$ cat src/rtl/wordline_predecode_pkg.sv
// Shared constants, the predecode bundle type and the 2-bit group decoder
// used by wordline_predecode_64 and predecode_port.
package wordline_predecode_pkg;

    localparam int unsigned WL_ADDR_W = 6;
    localparam int unsigned GRP_A0_W  = 2;
    localparam int unsigned GRP_A12_W = 4;
    localparam int unsigned GRP_A3_W  = 2;
    localparam int unsigned GRP_A45_W = 4;

    typedef struct packed {
        logic c_na0;
        logic c_a0;
        logic na1_na2;
        logic na1_a2;
        logic a1_na2;
        logic a1_a2;
        logic na3;
        logic a3;
        logic na4_na5;
        logic na4_a5;
        logic a4_na5;
        logic a4_a5;
    } predecode_t;

    // Bit 0 of the result is the both-low line, bit 3 the both-high line.
    function automatic logic [GRP_A12_W-1:0] dec2(input logic [1:0] sel);
        dec2 = 4'b0001 << sel;
    endfunction

endpackage

$ cat src/rtl/predecode_port.sv
// One access port: valid flop, held address register and the 12-line predecode.
// Optional even-parity check on the address under PREDECODE_PARITY_EN.
module predecode_port
    import wordline_predecode_pkg::*;
#(
    parameter int unsigned GateAll = 0
) (
    input  logic                 clk_i,
    input  logic                 rst_i,
    input  logic                 en_i,
    input  logic [0:WL_ADDR_W-1] addr_i,
`ifdef PREDECODE_PARITY_EN
    input  logic                 par_i,
    input  logic                 err_clr_i,
    output logic                 par_err_o,
`endif
    output logic                 acc_ok_o,
    output predecode_t           pd_o
);

    logic                 v_q, v_d;
    logic [0:WL_ADDR_W-1] a_q, a_d;
    logic                 acc_ok;

`ifdef PREDECODE_PARITY_EN
    logic par_bad;
    logic err_q, err_d;

    assign par_bad   = en_i & (^{addr_i, par_i});
    assign acc_ok    = en_i & ~par_bad;
    assign par_err_o = err_q;

    // A new error wins over a simultaneous clear.
    always_comb begin
        err_d = err_q;
        if (par_bad) begin
            err_d = 1'b1;
        end else if (err_clr_i) begin
            err_d = 1'b0;
        end
    end
`else
    assign acc_ok = en_i;
`endif

    assign acc_ok_o = acc_ok;

    always_comb begin
        v_d = acc_ok;
        a_d = en_i ? addr_i : a_q;
    end

    always_ff @(posedge clk_i or posedge rst_i) begin
        if (rst_i) begin
            v_q   <= 1'b0;
            a_q   <= '0;
`ifdef PREDECODE_PARITY_EN
            err_q <= 1'b0;
`endif
        end else begin
            v_q   <= v_d;
            a_q   <= a_d;
`ifdef PREDECODE_PARITY_EN
            err_q <= err_d;
`endif
        end
    end

    logic                 grp_en;
    logic [GRP_A12_W-1:0] g12;
    logic [GRP_A3_W-1:0]  g3;
    logic [GRP_A45_W-1:0] g45;

    always_comb begin
        grp_en = (GateAll != 0) ? v_q : 1'b1;
        g12    = dec2(a_q[1:2]) & {GRP_A12_W{grp_en}};
        g3     = {a_q[3], ~a_q[3]} & {GRP_A3_W{grp_en}};
        g45    = dec2(a_q[4:5]) & {GRP_A45_W{grp_en}};

        pd_o         = '0;
        pd_o.c_na0   = v_q & ~a_q[0];
        pd_o.c_a0    = v_q & a_q[0];
        pd_o.na1_na2 = g12[0];
        pd_o.na1_a2  = g12[1];
        pd_o.a1_na2  = g12[2];
        pd_o.a1_a2   = g12[3];
        pd_o.na3     = g3[0];
        pd_o.a3      = g3[1];
        pd_o.na4_na5 = g45[0];
        pd_o.na4_a5  = g45[1];
        pd_o.a4_na5  = g45[2];
        pd_o.a4_a5   = g45[3];
    end

endmodule

$ cat src/rtl/wordline_predecode_64.sv
// Three-port registered wordline predecoder with rd/wr collision flags.
// Optional address parity checking is enabled by defining PREDECODE_PARITY_EN.
module wordline_predecode_64
    import wordline_predecode_pkg::*;
#(
    parameter int unsigned GATE_ALL = 0
) (
    input  logic                 clk,
    input  logic                 reset,
    input  logic                 rd0_enable,
    input  logic                 rd1_enable,
    input  logic                 wr0_enable,
    input  logic [0:WL_ADDR_W-1] rd0_addr,
    input  logic [0:WL_ADDR_W-1] rd1_addr,
    input  logic [0:WL_ADDR_W-1] wr0_addr,
`ifdef PREDECODE_PARITY_EN
    input  logic                 rd0_addr_par,
    input  logic                 rd1_addr_par,
    input  logic                 wr0_addr_par,
    input  logic                 err_clr,
    output logic                 rd0_par_err,
    output logic                 rd1_par_err,
    output logic                 wr0_par_err,
`endif
    output logic rd0_c_na0, rd0_c_a0,
    output logic rd0_na1_na2, rd0_na1_a2, rd0_a1_na2, rd0_a1_a2,
    output logic rd0_na3, rd0_a3,
    output logic rd0_na4_na5, rd0_na4_a5, rd0_a4_na5, rd0_a4_a5,
    output logic rd1_c_na0, rd1_c_a0,
    output logic rd1_na1_na2, rd1_na1_a2, rd1_a1_na2, rd1_a1_a2,
    output logic rd1_na3, rd1_a3,
    output logic rd1_na4_na5, rd1_na4_a5, rd1_a4_na5, rd1_a4_a5,
    output logic wr0_c_na0, wr0_c_a0,
    output logic wr0_na1_na2, wr0_na1_a2, wr0_a1_na2, wr0_a1_a2,
    output logic wr0_na3, wr0_a3,
    output logic wr0_na4_na5, wr0_na4_a5, wr0_a4_na5, wr0_a4_a5,
    output logic rd0_wr0_hit,
    output logic rd1_wr0_hit
);

    predecode_t rd0_pd, rd1_pd, wr0_pd;
    logic       rd0_ok, rd1_ok, wr0_ok;

    predecode_port #(.GateAll(GATE_ALL)) u_rd0 (
        .clk_i     (clk),
        .rst_i     (reset),
        .en_i      (rd0_enable),
        .addr_i    (rd0_addr),
`ifdef PREDECODE_PARITY_EN
        .par_i     (rd0_addr_par),
        .err_clr_i (err_clr),
        .par_err_o (rd0_par_err),
`endif
        .acc_ok_o  (rd0_ok),
        .pd_o      (rd0_pd)
    );

    predecode_port #(.GateAll(GATE_ALL)) u_rd1 (
        .clk_i     (clk),
        .rst_i     (reset),
        .en_i      (rd1_enable),
        .addr_i    (rd1_addr),
`ifdef PREDECODE_PARITY_EN
        .par_i     (rd1_addr_par),
        .err_clr_i (err_clr),
        .par_err_o (rd1_par_err),
`endif
        .acc_ok_o  (rd1_ok),
        .pd_o      (rd1_pd)
    );

    predecode_port #(.GateAll(GATE_ALL)) u_wr0 (
        .clk_i     (clk),
        .rst_i     (reset),
        .en_i      (wr0_enable),
        .addr_i    (wr0_addr),
`ifdef PREDECODE_PARITY_EN
        .par_i     (wr0_addr_par),
        .err_clr_i (err_clr),
        .par_err_o (wr0_par_err),
`endif
        .acc_ok_o  (wr0_ok),
        .pd_o      (wr0_pd)
    );

    assign {rd0_c_na0, rd0_c_a0, rd0_na1_na2, rd0_na1_a2, rd0_a1_na2, rd0_a1_a2,
            rd0_na3, rd0_a3, rd0_na4_na5, rd0_na4_a5, rd0_a4_na5, rd0_a4_a5} = rd0_pd;
    assign {rd1_c_na0, rd1_c_a0, rd1_na1_na2, rd1_na1_a2, rd1_a1_na2, rd1_a1_a2,
            rd1_na3, rd1_a3, rd1_na4_na5, rd1_na4_a5, rd1_a4_na5, rd1_a4_a5} = rd1_pd;
    assign {wr0_c_na0, wr0_c_a0, wr0_na1_na2, wr0_na1_a2, wr0_a1_na2, wr0_a1_a2,
            wr0_na3, wr0_a3, wr0_na4_na5, wr0_na4_a5, wr0_a4_na5, wr0_a4_a5} = wr0_pd;

    // Registered so the flags line up with the predecode outputs of the same access.
    logic rd0_hit_q, rd0_hit_d, rd1_hit_q, rd1_hit_d;

    always_comb begin
        rd0_hit_d = rd0_ok & wr0_ok & (rd0_addr == wr0_addr);
        rd1_hit_d = rd1_ok & wr0_ok & (rd1_addr == wr0_addr);
    end

    always_ff @(posedge clk or posedge reset) begin
        if (reset) begin
            rd0_hit_q <= 1'b0;
            rd1_hit_q <= 1'b0;
        end else begin
            rd0_hit_q <= rd0_hit_d;
            rd1_hit_q <= rd1_hit_d;
        end
    end

    assign rd0_wr0_hit = rd0_hit_q;
    assign rd1_wr0_hit = rd1_hit_q;

endmodule

$ cat config.mk
export PLATFORM = sky130hd
export DESIGN_NAME = wordline_predecode_64
export DESIGN_NICKNAME = d
export VERILOG_FILES = /design/src/rtl/wordline_predecode_pkg.sv /design/src/rtl/predecode_port.sv /design/src/rtl/wordline_predecode_64.sv
export SDC_FILE = /design/constraint.sdc
export NUM_CORES = 1
export LEC_CHECK = 0
export ABC_CLOCK_PERIOD_IN_PS = 900
export BUFFER_PORTS_ARGS = -buffer_cell sky130_fd_sc_hd__buf_2
export CAP_MARGIN = 20
export CORE_MARGIN = 5
export CORE_UTILIZATION = 39
export CTS_CLUSTER_SIZE = 12
export DETAILED_ROUTE_END_ITERATION = 7
export PLACE_DENSITY = 0.71
export SETUP_SLACK_MARGIN = 0.5
export SLEW_MARGIN = 20
export SYNTH_ARGS = -nofsm -noshare
export SYNTH_HDL_FRONTEND = slang
export SYNTH_SLANG_ARGS = --single-unit
export TNS_END_PERCENT = 1
$ cat constraint.sdc
create_clock -name clk -period 0.9 [get_ports clk]
set_clock_uncertainty 0.1 [all_clocks]
set_input_delay 0.18 -clock clk [delete_from_list [all_inputs] [get_ports clk]]
set_output_delay 0.18 -clock clk [all_outputs]
set_load 0.02 [all_outputs]
==> results of run 1 <==
layer usage:
metal / track usage, % / wire (um) / vias to the layer above / share of wire (%)
met5: 0 / 0 / - / 0
met4: 3.12 / 13 / 0 / 0.49
met3: 4.62 / 211 / 2 / 7.9
met2: 24.6 / 1400 / 37 / 52
met1: 17.4 / 1040 / 457 / 39
li1: - / - / 452 / -
power groups by stage:
| stage | clock network [uW] | registers (uW) | logic, uW |
|---|---|---|---|
| global placement | 0 | 1290 | 811 |
| finish | 484 | 1280 | 1000 |
| global route | 557 | 1300 | 1070 |
| CTS | 497 | 1280 | 1000 |
| floorplan | 0 | 1290 | 543 |
| detailed placement | 0 | 1300 | 820 |
sequential cells by signal (all words and copies together) (netlist names):
signal / cells
rd0_wr0_hit: 1
rd1_wr0_hit: 1
u_rd0.a_q: 6
u_rd0.v_q: 1
u_rd1.a_q: 6
u_rd1.v_q: 1
u_wr0.a_q: 6
u_wr0.v_q: 1
logic make-up (layout without fill, tap and decap cells):
| logic type | count (synthesis) | count (layout) | share of synthesized area, % |
|---|---|---|---|
| AND/OR/NAND/NOR | 39 | 39 | 20.4 |
| flip-flops | 23 | 23 | 51.2 |
| multiplexers | 15 | 15 | 15.0 |
| XOR/XNOR | 12 | 12 | 9.35 |
| buffers and inverters | 7 | 71 | 2.67 |
| AO/OA/AOI/OAI | 3 | 3 | 1.34 |
area by class of cell:
class / count / share of cell area, %
timing repair buffer: 63 / 28.2
clock inverter: 1 / 0.397
inverter: 4 / 0.794
tap: 31 / 2.05
sequential: 23 / 31.2
multi-input combinational: 69 / 36.1
clock buffer: 3 / 1.19
worst max-delay path: stages, from the launching register on:
cell,delay (ps)
dfrtp_2,480
and2_4,170
buf_4,150
cell usage in the layout (no fill, tap or decap):
cell type / count
nor4_2: 2
clkinvlp_4: 1
dfrtp_2: 12
nor2b_2: 3
xnor2_2: 1
nor2b_4: 12
xnor2_1: 7
nand3_1: 4
dfrtp_1: 11
nand2_1: 3
buf_6: 31
buf_12: 1
buf_2: 27
and2_1: 3
nor2_4: 6
and2_4: 6
xor2_1: 4
inv_2: 3
clkbuf_4: 3
inv_1: 1
mux2_2: 15
o21ai_0: 3
buf_4: 4
what timing repair did:
item | CTS | global route
pin swaps | 19 | 4
endpoints found under the hold margin | 26 | 25
endpoints found under the setup margin | 58 | 58
resized for setup | 60 | 5
stage by stage:
step,cell area [sq um],setup WS (ps)
6_report,1890,-476
5_1_grt,1890,-529
4_1_cts,1870,-486
3_5_place_dp,1660,-139
3_3_place_gp,1660,-123
2_1_floorplan,1300,-16.8
how the worst max path moves through the flow:
stage,start,to,slack [ps],depth (start not counted)
4_1_cts,u_rd0.a_q[4],rd0_a4_a5,-490,2
6_report,u_rd1.a_q[4],rd1_a4_a5,-480,2
5_1_grt,u_wr0.a_q[2],wr0_a1_a2,-530,2
2_1_floorplan,u_rd0.a_q[1],u_rd0.a_q[1],-20,1
3_3_place_gp,u_rd0.a_q[5],rd0_a4_a5,-120,2
3_5_place_dp,u_wr0.a_q[1],wr0_a1_a2,-140,2
==> metrics, run 1 <==
layout cell share with drive strength beyond 1 about 80%; Setup Fix Bufs, Post-CTS 0; maxcap violations 0; port bufs 60; post-synthesis sequential area ratio about half; later-pin clock latency in the skew report slightly above 300 ps; H-Tree Depth 1; Setup Crit Path Kind reg2out; post-synthesis area per instance between 10 and 15 sq um; Post-synth top cells dfrtp_1, mux2_2, nor2b_1; # diodes 0; P_sw 905 uW; setup TNS -15,480 ps; Chip Height about 64 um; die width between 60 and 70 um; power per cell area about 1500 mW/mm^2; routability cong. between 0.7 and 0.8; Seq cells post-synth 23; Num CTS Buffers 3; FFs w/ async S/R, synth 100%; clk sink count 23; DRC violations left 0; Nets between 150 and 200; R2R setup slack -70 ps; routed wire length around 2700 um; failing checks hold timing, setup timing; top-area cell type share of the netlist area between 50% and 60%; gr usage total 14.3%; die area 0.00405 sq mm; endpoint type of the worst setup path primary output; Fillers 222; Tcrit/Tclk final 153%; final design utilization between 60% and 70%; clock root buffer clkbuf_4; sw frac 32.8%; Worst setup SP type register; Post-synth EDFFs 0; initial antenna violation count 0; reg-to-reg critical path endpoint u_wr0.a_q[5]; RSZ-0062 raised after global routing yes; area of the multi-input gates approximately 680 sq um; Leak a little under 0.0009 uW; Starting Density 40.7%; R2R Path Start u_wr0.a_q[5]; Syn Std Cell Area 0.00112 sq mm; ys flop type dfrtp_1; final slew viol count 0; first-pass GRT wire length about 4800 um; Fmax approximately 730 MHz; Comb pwr share a little over a third; relative slew slack slightly below 90%; Finished Layout Cells 194; Yosys warnings 0; Power Internal ~1900 uW; min cycle time layout approximately 1400 ps; CTS tree built; Avg WL per Cell between 10 and 15 um; FF+latch area approximately 590 sq um; count leader, synth dfrtp_1; WP data required between 600 and 700 ps; IO Pins 61; Peak supply drop around 0.001 V; Vias/cell between 4 and 5; hold crit path type in2async; Area Growth Syn to Fin 68.4%; Crit Path Max Fanout 5; vias in the first global route roughly 1,100; Post-Place Cells 190; Vias approximately 950; Power, Total ~2800 uW; clk buf depth 2; FF-to-FF path depth 1; Antenna Nets Post-Route 0; Clk pin slew, worst setup/hold paths 130 ps; synth top area cells dfrtp_1, mux2_2, nor2b_1; largest net degree at the start of global routing 24; Worst Tran Pin Value ~180 ps; DRC violation total after the first TritonRoute iteration 14; Core Rows 19; Syn Inst Count 99; HPWL reported at the end of detailed placement between 2000 and 2500 um; core area 0.00276 sq mm; syn nets approximately 120; post-synth top area cell dfrtp_1; Reg power frac 46.2%; setup violators final 50; DRT Pass-1 Iters 4; global route overflow 0; Fin. Hold Viols 25; final setup margin -476 ps; hold_ws -240 ps; WP data arrival 1100 ps; clock power share between 10% and 20%; Synth cell types 13; status complete, but fails checks
Note: power is estimated with default switching activity, not from simulation.
==> run 2, diff against run 1 <==
--- a/config.mk
+++ b/config.mk
@@ -5,14 +5,15 @@
 export SDC_FILE = /design/constraint.sdc
 export NUM_CORES = 1
 export LEC_CHECK = 0
-export ABC_CLOCK_PERIOD_IN_PS = 900
+export ABC_CLOCK_PERIOD_IN_PS = 1550
 export BUFFER_PORTS_ARGS = -buffer_cell sky130_fd_sc_hd__buf_2
 export CAP_MARGIN = 20
 export CORE_MARGIN = 5
-export CORE_UTILIZATION = 39
+export CORE_UTILIZATION = 43
 export CTS_CLUSTER_SIZE = 12
 export DETAILED_ROUTE_END_ITERATION = 7
-export PLACE_DENSITY = 0.71
+export PLACE_DENSITY = 0.74
+export REMOVE_ABC_BUFFERS = 1
 export SETUP_SLACK_MARGIN = 0.5
 export SLEW_MARGIN = 20
 export SYNTH_ARGS = -nofsm -noshare
==> constraint.sdc (replaced) <==
create_clock -name clk -period 1.55 [get_ports clk]
set_clock_uncertainty 0.1 [all_clocks]
set_input_delay 0.31 -clock clk [delete_from_list [all_inputs] [get_ports clk]]
set_output_delay 0.31 -clock clk [all_outputs]
set_load 0.01 [all_outputs]
==> run 2 against run 1 <==
Wire length decreased by 2.5%. Hold slack better by 350 ps. Via count decreased by 3.1%. Combinational power fell by 66%. Sequential power shrank 46%. Highest routed layer unchanged. The flow now finishes without violations. Final area fell by 21%. Clock power down 44%. Utilization shrank 8.4 points. Critical endpoint is now wr0_a4_a5. Clock-buffer cell count unchanged. Non-clock buffer count down 1. First-iteration DRC count up 64%.
==> metrics, run 2 (synthesis gave the netlist of run 1 again) <==
die area 0.00374 sq mm; Fillers 214; CTS tree built; routed wire length roughly 2600 um; setup violators final 0; power per cell area just under 900 mW/mm^2; first-pass GRT wire length about 4100 um; Power, Total roughly 1300 uW; clock power share about a fifth; Reg power frac 53.3%; Worst Tran Pin Value 286 ps; # diodes 0; die width a little over 60 um; Power Internal 918 uW; later-pin clock latency in the skew report ~310 ps; final design utilization between 60% and 70%; Area Growth Syn to Fin 32.7%; Vias/cell ~4.8; Clk pin slew, worst setup/hold paths 120 ps; relative slew slack between 80 and 90%; vias in the first global route 931; Finished Layout Cells about 190; final slew viol count 0; clk sink count 23; gr usage total between 10 and 15%; DRC violations left 0; Post-Place Cells ~190; Chip Height 61.1 um; sw frac 29.6%; DRC violation total after the first TritonRoute iteration 23; routability cong. approximately 0.78; Num CTS Buffers 3; setup TNS 0 ps; CTS resizes 0; clk buf depth 2; WP data arrival approximately 1100 ps; RSZ-0062 raised after global routing yes; port bufs 60; commonest non-fill, non-tap cell in the layout buf_2; DRT Pass-1 Iters 2; core area between 0.002 and 0.0025 sq mm; Peak supply drop about 0.00057 V; Crit Path Max Fanout 5; Antenna Nets Post-Route 0; Vias between 900 and 1,000; Leak about 0.00076 uW; min cycle time layout 1460 ps; hold path depth 1; initial antenna violation count 0; Fmax a little under 700 MHz; Fin. Hold Viols 0; endpoint type of the worst setup path primary output; Hold Path Origin rd1_enable; WP data required 1140 ps; Core Rows 18; commonest non-fill, non-tap cells in the layout buf_2, dfrtp_1, mux2_2, nor2b_1, and2_1; Worst setup SP type register; hold crit path type in2reg; Tcrit/Tclk final 94.1%; Comb pwr share approximately a quarter; clock root buffer clkbuf_4; H-Tree Depth 1; Nets approximately 190; P_sw 385 uW; IO Pins 61; Hold Path Sink u_rd1.v_q; maxcap violations 0; Starting Density between 40% and 50%; Setup Fix Bufs, Post-CTS 0; area of the multi-input gates around 520 sq um; global route overflow 0; layout cell share with drive strength beyond 1 approximately half; status completed; R2R setup slack around 640 ps; reg-to-reg critical path endpoint u_rd0.a_q[2]; FF-to-FF path depth 1; largest net degree at the start of global routing 24; biggest regs u_rd0.a_q: 6 flops, u_rd1.a_q: 6 flops, u_wr0.a_q: 6 flops; FF+latch area approximately 580 sq um; HPWL reported at the end of detailed placement 2170 um; Avg WL per Cell 13.5 um; Setup Crit Path Kind reg2out; R2R Path Start u_rd0.a_q[2]
[run 2: cell count changes in the layout (fill, tap and decap cells not counted), moves of 6 or more]
cell,delta
nor2_1,+6
dfrtp_1,+12
and2_4,-6
buf_6,-31
nor2b_4,-12
buf_2,+33
dfrtp_2,-12
nor2_4,-6
and2_1,+6
nor2b_1,+15
[run 2: how the worst max path moves through the flow]
stage                   to  depth (start not counted)    startpoint
2_1_floorplan   rd0_na1_a2                          1  u_rd0.a_q[2]
3_3_place_gp   rd1_wr0_hit                          4   wr0_addr[2]
3_5_place_dp   rd1_wr0_hit                          4   wr0_addr[2]
4_1_cts          wr0_a4_a5                          2  u_wr0.a_q[5]
5_1_grt          wr0_a4_a5                          2  u_wr0.a_q[4]
6_report         wr0_a4_a5                          2  u_wr0.a_q[4]
[run 2: stage by stage]
stage	hold slack [ps]	worst slack (ps)	area [sq um]
5_1_grt	96.6	33.4	1490
3_5_place_dp	273	358	1450
2_1_floorplan	212	561	1110
3_3_place_gp	257	433	1450
4_1_cts	99.5	77.7	1490
6_report	110	91.4	1490
[run 2: per-layer routing]
| layer | global-route usage [%] | share of wire [%] | wire, um | vias up |
|---|---|---|---|---|
| li1 | - | - | - | 449 |
| met1 | 18.1 | 42 | 1090 | 421 |
| met2 | 25.8 | 46 | 1200 | 44 |
| met3 | 2.94 | 10 | 266 | 5 |
| met4 | 6.50 | 1.8 | 46 | 0 |
| met5 | 0 | 0 | 0 | - |
[run 2: critical path, cell delays in order (launching register included)]
cell and delay, ps:
dfrtp_1 430, and2_1 170, buf_2 140
[run 2: repair_timing]
item | CTS | global route
endpoints found under the hold margin | 23 | 0
hold buffers | 1 | 0
endpoints found under the setup margin | 38 | 38
cloned | 0 | 0
pin swaps | 0 | 3
[run 2: power by group through the flow]
stage          logic (uW)  clock network, uW  registers, uW
2_1_floorplan         184                  0            699
3_3_place_gp          337                  0            701
3_5_place_dp          345                  0            706
4_1_cts               347                286            695
5_1_grt               376                309            705
6_report              340                269            694
[run 2: cell type report]
| type | instances | share of cell area (%) |
|---|---|---|
| inverter | 4 | 1.01 |
| sequential | 23 | 38.6 |
| clock buffer | 3 | 1.51 |
| clock inverter | 1 | 0.336 |
| tap | 30 | 2.52 |
| timing repair buffer | 62 | 21.3 |
| multi-input combinational | 69 | 34.7 |
==> run 3, diff against run 2 <==
--- a/config.mk
+++ b/config.mk
@@ -6,7 +6,7 @@
 export NUM_CORES = 1
 export LEC_CHECK = 0
 export ABC_CLOCK_PERIOD_IN_PS = 1550
-export BUFFER_PORTS_ARGS = -buffer_cell sky130_fd_sc_hd__buf_2
+export BUFFER_PORTS_ARGS = -buffer_cell sky130_fd_sc_hd__clkbuf_2
 export CAP_MARGIN = 20
 export CORE_MARGIN = 5
 export CORE_UTILIZATION = 43
==> run 3 against run 2 <==
Sequential share of layout area is 0.50 points lower. Flip-flop and latch count unchanged. Fmax rose by 0.14%. Die area stayed put. Power grew 1.1%. Critical endpoint is now wr0_a1_a2. Hold slack better by 25 ps.
==> metrics, run 3 (synthesis gave the netlist of run 1 again) <==
status completed; gr usage total between 10% and 20%; DRC violation total after the first TritonRoute iteration 31; GRT busiest layer met2; commonest non-fill, non-tap cell in the layout clkbuf_2; min cycle time layout approximately 1500 ps; Critical-path top delay cell dfrtp_2; area post-placement about 0.0015 sq mm; routed wire length around 2500 um; final slew viol count 0; IO Pins between 60 and 70; Hold Path Origin rd0_addr[3]; Vias approximately 910; layout cell share with drive strength beyond 1 between 50% and 60%; vias in the first global route 899; Core Rows 18; first-pass GRT wire length a little under 4000 um; hold crit path type in2reg; endpoint type of the worst setup path primary output; R2R setup slack approximately 620 ps; crit-path max cell delay between 400 and 500 ps; biggest regs u_rd0.a_q: 6 flops, u_rd1.a_q: 6 flops, u_wr0.a_q: 6 flops; Crit Path Max Fanout 5; global route overflow 0; DRT Pass-1 Iters 2; port bufs 60; fin area 0.00152 sq mm; DRC violations left 0; maxcap violations 0; Fmax between 600 and 700 MHz; Power, Total approximately 1300 uW; clk buf depth 2; Area Growth Syn to Fin 35.1%; CP bufs+invs 1; core area about 0.0025 sq mm; H-Tree Depth 1; HPWL reported at the end of detailed placement ~2100 um; Fillers ~220; power per cell area around 870 mW/mm^2; setup violators final 0; GR met2 Demand/Resource between 20% and 30%; routability cong. approximately 0.71; Starting Density 45.4%; R2R Path Start u_wr0.a_q[4]; Tcrit/Tclk final around 94%; GR Util met1 between 10% and 20%; Clk pin slew, worst setup/hold paths roughly 120 ps; later-pin clock latency in the skew report around 300 ps; Antenna Nets Post-Route 0; Nets 186; Fin. Hold Viols 0; WP data arrival 1050 ps; initial antenna violation count 0; FF-to-FF path depth 1; CTS tree built; WP data required approximately 1100 ps; relative slew slack 80.8%; met3 Use GR about 3.4%; Vias/cell roughly 4.7; RSZ-0062 raised after global routing yes; Setup Fix Bufs, Post-CTS 0; Leak 0.000765 uW; hold path depth 3; largest net degree at the start of global routing 24; clk sink count 23; Avg WL per Cell around 13 um; # diodes 0; crit-path cells and2_1 > clkbuf_2; Worst Tran Pin Value approximately 290 ps; Hold Path Sink u_rd0.a_q[3]; commonest non-fill, non-tap cells in the layout clkbuf_2, dfrtp_1, mux2_2; Peak supply drop approximately 0.0006 V; reg-to-reg critical path endpoint u_wr0.a_q[4]; top cell family by delay on the critical path flip-flops; Chip Height between 60 and 70 um; die width between 60 and 70 um; clock root buffer clkbuf_4; Worst setup SP type register; die area approximately 0.0037 sq mm; Num CTS Buffers 3; Setup Crit Path Kind reg2out; setup TNS 0 ps
run 3: changes by cell type in the layout (fill, tap and decap cells not counted), sizes merged:
cell / before / now
clkbuf: 3 / 61
buf: 61 / 3
run 3: per-layer routing:
| metal | part of all wire, % | routed length [um] |
|---|---|---|
| met1 | 44 | 1090 |
| met2 | 45 | 1120 |
| met3 | 10 | 256 |
| met4 | 0 | 0 |
| met5 | 0 | 0 |
run 3: report_power, final:
part | leakage (uW) | internal [uW] | switching [uW]
sequential | 0.000273 | 651 | 48.7
clock | 0.0000177 | 96.1 | 174
combinational | 0.000475 | 179 | 169
total | 0.000765 | 926 | 391
run 3: through the flow:
step / hold slack [ps] / util (%) / instances / setup WS, ps
after floorplan: 212 / - / 96 / 561
after global placement: 241 / 58.7 / 187 / 414
after detailed placement: 246 / 58.7 / 187 / 418
after CTS: 129 / 60.2 / 192 / 90.9
after global routing: 122 / 61.3 / 192 / 41.8
final: 135 / 61.3 / 192 / 93.5
run 3: worst min-delay path, stage by stage:
cell	delay, ps
clkbuf_2	100
nand2_1	50
o21ai_0	50
run 3: cell type report:
class | count | area [sq um] | area share, %
clock inverters | 1 | 5.00 | 0.330
repair buffers | 62 | 324 | 21.4
clock buffers | 3 | 22.5 | 1.48
well taps | 30 | 37.5 | 2.47
multi-input cells | 69 | 536 | 35.3
flip-flops and latches | 23 | 578 | 38.1
inverters | 4 | 15.0 | 0.989
run 3: repair_timing:
item                                    CTS  global route
pin swaps                                 1             0
hold buffers                              1             0
hold endpoints to repair                 23             0
gates resized for setup                   0             8
cloned                                    0             0
endpoints found under the setup margin   38            38
run 3: worst max path at each step:
stage	from	endpoint	slack [ps]	cells after the start
after floorplan	u_rd0.a_q[2]	rd0_na1_a2	560	1
after global placement	wr0_addr[2]	rd1_wr0_hit	410	4
after detailed placement	wr0_addr[2]	rd1_wr0_hit	420	4
after CTS	u_wr0.a_q[1]	wr0_a1_na2	90	2
after global routing	u_wr0.a_q[2]	wr0_a1_a2	40	2
final	u_wr0.a_q[2]	wr0_a1_a2	90	2
